[config.mk]
export PLATFORM = sky130hd
export DESIGN_NAME = teller_dispatcher
export DESIGN_NICKNAME = d
export VERILOG_FILES = /design/src/rtl/teller_dispatcher.sv
export SDC_FILE = /design/constraint.sdc
export NUM_CORES = 1
export LEC_CHECK = 0
export BUFFER_PORTS_ARGS = -buffer_cell sky130_fd_sc_hd__buf_4
export CAP_MARGIN = 20
export CORE_ASPECT_RATIO = 1.1
export CORE_MARGIN = 3
export CORE_UTILIZATION = 59
export CTS_BUF_LIST = sky130_fd_sc_hd__clkbuf_4
export CTS_CLUSTER_SIZE = 8
export DETAILED_ROUTE_END_ITERATION = 12
export PLACE_DENSITY = 0.83
export SLEW_MARGIN = 40
export SYNTH_ARGS = -nofsm -noshare
export SYNTH_HDL_FRONTEND = slang
export SYNTH_SLANG_ARGS = --single-unit
[constraint.sdc]
create_clock -name clk -period 3.05 [get_ports clk]
set_input_delay 0.61 -clock clk [delete_from_list [all_inputs] [get_ports clk]]
set_output_delay 0.61 -clock clk [all_outputs]
set_load 0.03 [all_outputs]
[src/rtl/teller_dispatcher.sv]
// teller_dispatcher: round-robin dispatch of queued customers onto three bank tellers
// Ports: clk/rst (sync, active-high); teller_active[2:0] staffed tellers; queue_count waiting customers;
// dequeue/grant_valid one-cycle grant pulses; grant_id chosen teller; teller_busy per-teller service flags;
// free_tellers registered count of staffed idle tellers; served_count wrapping grant total.
module teller_dispatcher #(
    parameter int SERVICE_CYCLES = 8,
    parameter int QW = 3
) (
    input  logic          clk,
    input  logic          rst,
    input  logic [2:0]    teller_active,
    input  logic [QW-1:0] queue_count,
    output logic          dequeue,
    output logic          grant_valid,
    output logic [1:0]    grant_id,
    output logic [2:0]    teller_busy,
    output logic [1:0]    free_tellers,
    output logic [7:0]    served_count
);
    typedef enum logic [1:0] {IDLE, GRANT, HOLD} state_t;
    state_t state, state_nxt;
    logic [1:0] last, c1, c2, sel;
    logic [2:0] elig, busy_nxt, free_vec;
    logic decide;
    logic [7:0] timer [3];

    function automatic logic [1:0] inc3(input logic [1:0] x);
        return x == 2'd2 ? 2'd0 : x + 2'd1;
    endfunction

    assign elig = teller_active & ~teller_busy;
    assign c1 = inc3(last);
    assign c2 = inc3(c1);
    assign sel = elig[c1] ? c1 : elig[c2] ? c2 : last;
    assign decide = state == IDLE && queue_count != '0 && elig != 3'b000;
    assign dequeue = state == GRANT;
    assign grant_valid = state == GRANT;
    // free count is taken from next-cycle busy so a grant shows up in the same cycle busy rises
    assign free_vec = teller_active & ~busy_nxt;

    always_comb begin
        state_nxt = state == GRANT ? HOLD : state == HOLD ? IDLE : decide ? GRANT : IDLE;
        busy_nxt = teller_busy;
        for (int i = 0; i < 3; i++)
            busy_nxt[i] = (decide && sel == 2'(i)) ? 1'b1 : (teller_busy[i] && timer[i] == 8'd1) ? 1'b0 : teller_busy[i];
    end

    always_ff @(posedge clk) begin
        if (rst) begin
            state <= IDLE;
            last <= 2'd2;
            grant_id <= 2'd0;
            teller_busy <= 3'b000;
            free_tellers <= 2'd0;
            served_count <= 8'd0;
            for (int i = 0; i < 3; i++) timer[i] <= 8'd0;
        end else begin
            state <= state_nxt;
            teller_busy <= busy_nxt;
            free_tellers <= {1'b0, free_vec[0]} + {1'b0, free_vec[1]} + {1'b0, free_vec[2]};
            if (decide) begin
                last <= sel;
                grant_id <= sel;
                served_count <= served_count + 8'd1;
            end
            // timer is nonzero exactly while busy; reaching zero coincides with busy clearing
            for (int i = 0; i < 3; i++)
                timer[i] <= (decide && sel == 2'(i)) ? 8'(SERVICE_CYCLES) : timer[i] != 8'd0 ? timer[i] - 8'd1 : 8'd0;
        end
    end
endmodule
==> results of run 1 <==
[cell usage after synthesis, types with 2 or more instances]
cell,instances
sky130_fd_sc_hd__a21oi_1,6
sky130_fd_sc_hd__a31oi_1,2
sky130_fd_sc_hd__and3_1,4
sky130_fd_sc_hd__buf_2,2
sky130_fd_sc_hd__buf_4,2
sky130_fd_sc_hd__clkbuf_1,2
sky130_fd_sc_hd__dfxtp_1,42
sky130_fd_sc_hd__ha_1,10
sky130_fd_sc_hd__inv_1,7
sky130_fd_sc_hd__nand2_1,15
sky130_fd_sc_hd__nand2b_1,5
sky130_fd_sc_hd__nand3_1,9
sky130_fd_sc_hd__nand3b_1,2
sky130_fd_sc_hd__nor2_1,43
sky130_fd_sc_hd__nor2b_1,5
sky130_fd_sc_hd__nor3_1,6
sky130_fd_sc_hd__nor3b_1,2
sky130_fd_sc_hd__nor4_1,3
sky130_fd_sc_hd__nor4_2,2
sky130_fd_sc_hd__nor4b_1,2
sky130_fd_sc_hd__o21ai_0,6
sky130_fd_sc_hd__o31ai_1,2
sky130_fd_sc_hd__o41ai_4,2
sky130_fd_sc_hd__xnor2_1,15
sky130_fd_sc_hd__xor2_1,8
[per-stage QoR]
step | setup slack, ns | total power (W)
floorplan | 0.649 | 0.00179
global placement | 0.468 | 0.00199
detailed placement | 0.450 | 0.00201
CTS | 0.788 | 0.00229
global route | 0.632 | 0.00249
finish | 0.792 | 0.00227
[metal layers]
metal | vias to the layer above | GRT usage [%] | part of all wire, %
met5 | - | 0 | 0
met4 | 0 | 8.22 | 1.6
met3 | 7 | 5.81 | 4.5
met2 | 29 | 32.8 | 48
met1 | 716 | 24.6 | 46
li1 | 796 | - | -
[state kept, by name (all words and copies together), names as in the netlist]
| register | flops |
|---|---|
| free_tellers | 2 |
| teller_busy | 3 |
| state | 2 |
| timer | 24 |
| last | 2 |
| served_count | 8 |
| grant_id | 1 |
[logic make-up (layout without fill, tap and decap cells)]
group | after synthesis | in the layout | synth area share, %
xor+xnor | 23 | 23 | 10.1
buf+inv | 13 | 40 | 2.95
fa+ha+maj | 11 | 11 | 7.28
flops | 42 | 42 | 42.2
compound gates | 24 | 24 | 9.98
simple gates | 105 | 105 | 27.5
[worst min-delay path: stages, from the launching register on]
cell                      delay, ns
sky130_fd_sc_hd__dfxtp_1       0.34
sky130_fd_sc_hd__nand2_1       0.07
sky130_fd_sc_hd__a21oi_1       0.06
[cells in the final DEF (no fill, tap or decap), types with 5 or more instances in the layout]
cell                       Yosys  routed
sky130_fd_sc_hd__xor2_1        8       8
sky130_fd_sc_hd__nand2b_1      5       5
sky130_fd_sc_hd__nor2b_1       5       5
sky130_fd_sc_hd__nor3_1        6       6
sky130_fd_sc_hd__clkbuf_4      0       6
sky130_fd_sc_hd__buf_4         2      25
sky130_fd_sc_hd__xnor2_1      15      15
sky130_fd_sc_hd__o21ai_0       6       6
sky130_fd_sc_hd__ha_1         10      10
sky130_fd_sc_hd__nand3_1       9       9
sky130_fd_sc_hd__nor2_1       43      43
sky130_fd_sc_hd__inv_1         7       7
sky130_fd_sc_hd__nand2_1      15      15
sky130_fd_sc_hd__dfxtp_1      42      42
sky130_fd_sc_hd__a21oi_1       6       6
[power by group]
part	switching, W	internal, W
combinational	0.000621	0.000493
clock	0.000170	0.0000956
sequential	0.000161	0.000733
[how the worst max path moves through the flow]
stage	startpoint	end	slack, ns	cells after the start
3_5_place_dp	teller_active[1]	free_tellers[0]	0.45	8
5_1_grt	last[0]	free_tellers[0]	0.63	7
3_3_place_gp	teller_active[1]	free_tellers[0]	0.47	8
2_1_floorplan	teller_active[1]	free_tellers[0]	0.65	7
6_report	last[0]	free_tellers[0]	0.79	7
4_1_cts	last[0]	free_tellers[0]	0.79	7
[area by class of cell]
cell class | instances | share of cell area, %
multi-input cells | 163 | 48.7
flip-flops and latches | 42 | 37.5
repair buffers | 25 | 8.36
clock buffers | 6 | 2.01
well taps | 34 | 1.90
inverters | 7 | 1.17
clock inverters | 2 | 0.390
==> impl_metrics.env, run 1 <==
export IMPL_grt_antenna_before_repair=0
export IMPL_max_freq_mhz=443
export IMPL_layout_drive_gt1_share_pct=18.0
export IMPL_grt_overflow_total=0
export IMPL_worst_skew_pair_late_latency_ns=0.35
export IMPL_pin_count_of_the_biggest_net_entering_global_routing=25
export IMPL_diodes=0
export IMPL_timing_max_cap_violations=0
export IMPL_slew_of_the_pin_with_the_lowest_slew_margin_ns=0.479
export IMPL_vias=1548
export IMPL_min_period_ns=2.26
export IMPL_seq_area_um2=841
export IMPL_fin_cells=279
export IMPL_crit_fanout=5
export IMPL_cp_slowest_stage_delay_ns=0.43
export IMPL_nets=263
export IMPL_postSynthRegisterBits=42
export IMPL_min_delay_path_depth=2
export IMPL_cts_tree="yes"
export IMPL_area_overhead_vs_synth_pct=12.6
export IMPL_ys_dominant_reg_cell="sky130_fd_sc_hd__dfxtp_1"
export IMPL_drcViolationCount=0
export IMPL_setup_viol=0
export IMPL_floorplan_die_height_um=67.0
export IMPL_dp_hpwl_mm=2.60
export IMPL_reg2reg_to="free_tellers[0]"
export IMPL_dpl_instance_area_um2=2190
export IMPL_yosys_cell_types_count=39
export IMPL_post_cts_repair_timing_setup_buffer_count=0
export IMPL_number_of_buffers_added_on_ports=24
export IMPL_total_leakage_power_nw=0.940
export IMPL_cts_max_level=2
export IMPL_cp_buffers_inverters=0
export IMPL_crit_path_end_kind="flip-flop"
export IMPL_fin_worst_skew_ns=0.0113
export IMPL_dieWidth_um=61.4
export IMPL_finalMaxSlewViolations=0
export IMPL_avgRoutedWirePerCell_um=12.9
export IMPL_route_detailed_vias_per_inst=5.55
export IMPL_worstPathCellList="or3b_4 -> a32o_2 -> nor3_4 -> nand2_1 -> and3_1 -> fa_1 -> nor2b_1"
export IMPL_place_gp_congestion=0.819
export IMPL_timing_reg2reg_worst_path_depth=7
export IMPL_clk_pin_slew_ns=0.12
export IMPL_postSynthCellCount=218
export IMPL_critical_path_class="flip-flop to flip-flop"
export IMPL_postCtsHoldBufs=0
export IMPL_synth_yosys_warnings=0
export IMPL_whs_ns=0.510
export IMPL_ys_seq_area_share_pct=42.2
export IMPL_worst_setup_path_start_kind="flip-flop"
export IMPL_worst_hold_startpoint="teller_busy[0]"
export IMPL_postRouteWirelength_mm=3.59
export IMPL_critical_path_top_delay_family="simple AND/OR/NAND/NOR gates"
export IMPL_worst_hold_path_endpoint="teller_busy[0]"
export IMPL_report_final_hold_viol_count=0
export IMPL_synthTopCellsByArea="sky130_fd_sc_hd__dfxtp_1 42%, sky130_fd_sc_hd__nor2_1 8.1%, sky130_fd_sc_hd__xnor2_1 6.6%"
export IMPL_drtPass1Iterations=4
export IMPL_timing_critical_path_slowest_stage_cell="sky130_fd_sc_hd__fa_1"
export IMPL_grt_first_pass_wirelength_mm=6.28
export IMPL_multi_input_comb_area_um2=1090
export IMPL_cts_root_buf="sky130_fd_sc_hd__clkbuf_4"
export IMPL_yosysTopAreaCell="sky130_fd_sc_hd__dfxtp_1"
export IMPL_start_util_pct=63.7
export IMPL_synthesis_area_um2=1990
export IMPL_number_of_buffers_on_the_longest_clock_path=2
export IMPL_regToRegSetupSlack_ns=0.79
export IMPL_timing_setup_tns_ns=0
export IMPL_synth_edff_count=0
export IMPL_regToRegStartpoint="last[0]"
export IMPL_placedCellCount=271
export IMPL_rsz0062_at_grt="no"
export IMPL_worstHoldPathType="flip-flop to flip-flop"
export IMPL_crit_arrival_ns=2.51
export IMPL_fillers=276
export IMPL_vdd_ir_drop_max_mv=0.535
export IMPL_synth_area_per_cell_um2=9.14
export IMPL_syn_num_nets=237
export IMPL_netlist_area_leader_share_pct=42.2
export IMPL_clock_sink_count=42
export IMPL_boundaryPins=25
export IMPL_outcome="finished, final reports clean"
export IMPL_antenna_left=0
export IMPL_post_cts_repair_resize_count=0
export IMPL_coreArea_um2=3130
export IMPL_drt_first_iter_violations=64
export IMPL_power_density_nw_per_um2=1010
export IMPL_track_usage_pct=20.2
export IMPL_final_area_um2=2240
export IMPL_critPathRequiredTime_ns=3.30
export IMPL_numCtsBuffers=5
export IMPL_floorplan_rows=21
export IMPL_fin_util_pct=71.8
export IMPL_timing_slew_headroom_pct=68.0
export IMPL_grt_pass1_vias=1480
export IMPL_die_area_um2=4110
export IMPL_synth_async_reset_ratio_pct=0
export IMPL_fin_crit_sh_pct=74.0
Note: power is estimated with default switching activity, not from simulation.
==> run 2: changes to the inputs <==
==> constraint.sdc (replaced) <==
create_clock -name clk -period 2.1 [get_ports clk]
set_input_delay 0.42 -clock clk [delete_from_list [all_inputs] [get_ports clk]]
set_output_delay 0.42 -clock clk [all_outputs]
set_load 0.03 [all_outputs]
==> run 2 against run 1 <==
Effect of this change:
- setup slack got worse by 0.82 ns
- cell area is 7.6% higher
- via count rose by 4.1%
- sequential power rose by 43%
- clock power is 32% higher
- largest power group unchanged
- cell count rose by 6.5%
- count of clock-buffer cells in the layout shrank 1
- the flow now finishes with violations (setup timing)
- utilization rose by 5.4 points
- first-iteration DRC count rose by 16%
==> impl_metrics.env, run 2 (same netlist as run 1, synthesis figures left out) <==
export IMPL_outcome="complete, but fails checks"
export IMPL_violations="setup timing"
export IMPL_power_frac_seq_pct=36.7
export IMPL_area_overhead_vs_synth_pct=21.2
export IMPL_floorplan_die_height_um=67.0
export IMPL_crit_path_end_kind="flip-flop"
export IMPL_drt_first_iter_violations=74
export IMPL_largest_register_ffs=24
export IMPL_dieWidth_um=61.4
export IMPL_placedCellCount=291
export IMPL_track_usage_pct=20.4
export IMPL_finalMaxSlewViolations=0
export IMPL_coreArea_um2=3130
export IMPL_combinationalPowerShare_pct=53.3
export IMPL_floorplan_rows=21
export IMPL_timing_max_cap_violations=0
export IMPL_drtPass1Iterations=4
export IMPL_pin_count_of_the_biggest_net_entering_global_routing=25
export IMPL_crit_fanout=4
export IMPL_grt_overflow_total=0
export IMPL_switching_share_pct=41.1
export IMPL_switchingPower_w=0.00143
export IMPL_grt_pass1_vias=1448
export IMPL_postRouteWirelength_mm=3.81
export IMPL_timing_setup_tns_ns=-0.0261
export IMPL_nets=283
export IMPL_regToRegSetupSlack_ns=-0.03
export IMPL_number_of_buffers_added_on_ports=24
export IMPL_place_gp_congestion=0.920
export IMPL_fin_worst_skew_ns=0.00887
export IMPL_min_period_ns=2.13
export IMPL_layout_drive_gt1_share_pct=25.9
export IMPL_rsz0062_at_grt="yes"
export IMPL_route_detailed_vias_per_inst=5.43
export IMPL_crit_arrival_ns=2.41
export IMPL_cts_root_buf="sky130_fd_sc_hd__clkbuf_4"
export IMPL_diodes=0
export IMPL_die_area_um2=4110
export IMPL_numCtsBuffers=5
export IMPL_power_density_nw_per_um2=1440
export IMPL_post_cts_repair_timing_setup_buffer_count=0
export IMPL_largest_register="timer"
export IMPL_largest_registers="timer x24, served_count x8, teller_busy x3"
export IMPL_worstHoldPathType="input pin to flip-flop"
export IMPL_number_of_buffers_on_the_longest_clock_path=2
export IMPL_most_common_layout_cells="45 x sky130_fd_sc_hd__buf_4, 43 x sky130_fd_sc_hd__nor2_1, 40 x sky130_fd_sc_hd__dfxtp_1, 15 x sky130_fd_sc_hd__nand2_1, 15 x sky130_fd_sc_hd__xnor2_1"
export IMPL_vias=1612
export IMPL_grt_first_pass_wirelength_mm=6.27
export IMPL_cell_internal_power_dissipation_w=0.00206
export IMPL_boundaryPins=25
export IMPL_dp_hpwl_mm=2.88
export IMPL_cts_tree="yes"
export IMPL_clk_pin_slew_ns=0.11
export IMPL_start_util_pct=63.7
export IMPL_p_clk_share_pct=10.0
export IMPL_clock_sink_count=42
export IMPL_placement_setup_worst_slack_ns=-0.197
export IMPL_slew_of_the_pin_with_the_lowest_slew_margin_ns=0.524
export IMPL_worst_skew_pair_late_latency_ns=0.35
export IMPL_fin_cells=297
export IMPL_cts_max_level=2
export IMPL_report_final_hold_viol_count=0
export IMPL_critical_path_class="flip-flop to flip-flop"
export IMPL_avgRoutedWirePerCell_um=12.8
export IMPL_worst_slack_ns=-0.0261
export IMPL_timing_slew_headroom_pct=64.9
export IMPL_antenna_left=0
export IMPL_most_frequent_standard_cell_in_the_layout_excluding_fill_and_tap_cells="sky130_fd_sc_hd__buf_4"
export IMPL_critPathRequiredTime_ns=2.39
export IMPL_grt_antenna_before_repair=0
export IMPL_worst_setup_path_start_kind="flip-flop"
export IMPL_total_leakage_power_nw=1.03
export IMPL_drcViolationCount=0
export IMPL_fin_crit_sh_pct=101
export IMPL_p_total_w=0.00349
export IMPL_setup_viol=1
export IMPL_vdd_ir_drop_max_mv=0.947
export IMPL_max_freq_mhz=470
[run 2: cell types whose count changed in the layout (fill, tap and decap cells not counted), sizes merged]
| cell | before | now |
|---|---|---|
| clkbuf | 6 | 5 |
| buf | 25 | 45 |
| clkinv | 2 | 1 |
[run 2: repair_timing]
item | CTS | global route
hold buffers | 0 | 0
endpoints found under the setup margin | 1 | 1
resized for setup | 3 | 1
[run 2: worst paths after layout]
path,cells past startpoint,to,startpoint
max reg2reg,7,free_tellers[0],last[0]
min,2,served_count[6],rst
min reg2reg,1,timer[0][16],timer[0][16]
max,7,free_tellers[0],last[0]
[run 2: final cells by class]
cell class	count	area [um2]
multi-input cells	163	1120
well taps	34	42.5
clock inverters	1	3.75
flip-flops and latches	42	843
clock buffers	5	37.5
inverters	7	26.3
repair buffers	45	338
fillers	234	712
[run 2: power by group through the flow]
| stage | Sequential [W] | Clock [W] | Combinational (W) |
|---|---|---|---|
| floorplan | 0.00133 | 0 | 0.00127 |
| global placement | 0.00129 | 0 | 0.00178 |
| detailed placement | 0.00129 | 0 | 0.00183 |
| CTS | 0.00128 | 0.000362 | 0.00186 |
| global route | 0.00132 | 0.000391 | 0.00207 |
| finish | 0.00128 | 0.000350 | 0.00186 |
[run 2: worst max-delay path, cell delays in order (launching register included)]
cell                       delay (ns)
sky130_fd_sc_hd__dfxtp_2         0.34
sky130_fd_sc_hd__or3b_4          0.40
sky130_fd_sc_hd__a32o_2          0.26
sky130_fd_sc_hd__nor3_4          0.17
sky130_fd_sc_hd__nand2b_1        0.11
sky130_fd_sc_hd__and3_4          0.19
sky130_fd_sc_hd__fa_2            0.50
sky130_fd_sc_hd__nor2b_1         0.11
[run 2: per-layer routing]
layer,part of all wire [%],routed length (um),global-route usage (%),vias up
met2,45,1730,30.8,32
met1,48,1830,26.9,744
met3,4.5,172,5.23,8
met5,0,0,0,-
met4,2.0,77,9.28,0
li1,-,-,-,828
[run 2: metrics by stage]
stage	hold slack [ns]	utilization, %	area [um2]
6_report	0.411	77.2	2410
5_1_grt	0.403	77.2	2410
4_1_cts	0.400	77.2	2410
3_5_place_dp	0.484	75.3	2350
3_3_place_gp	0.478	75.3	2350
2_1_floorplan	0.452	-	2010
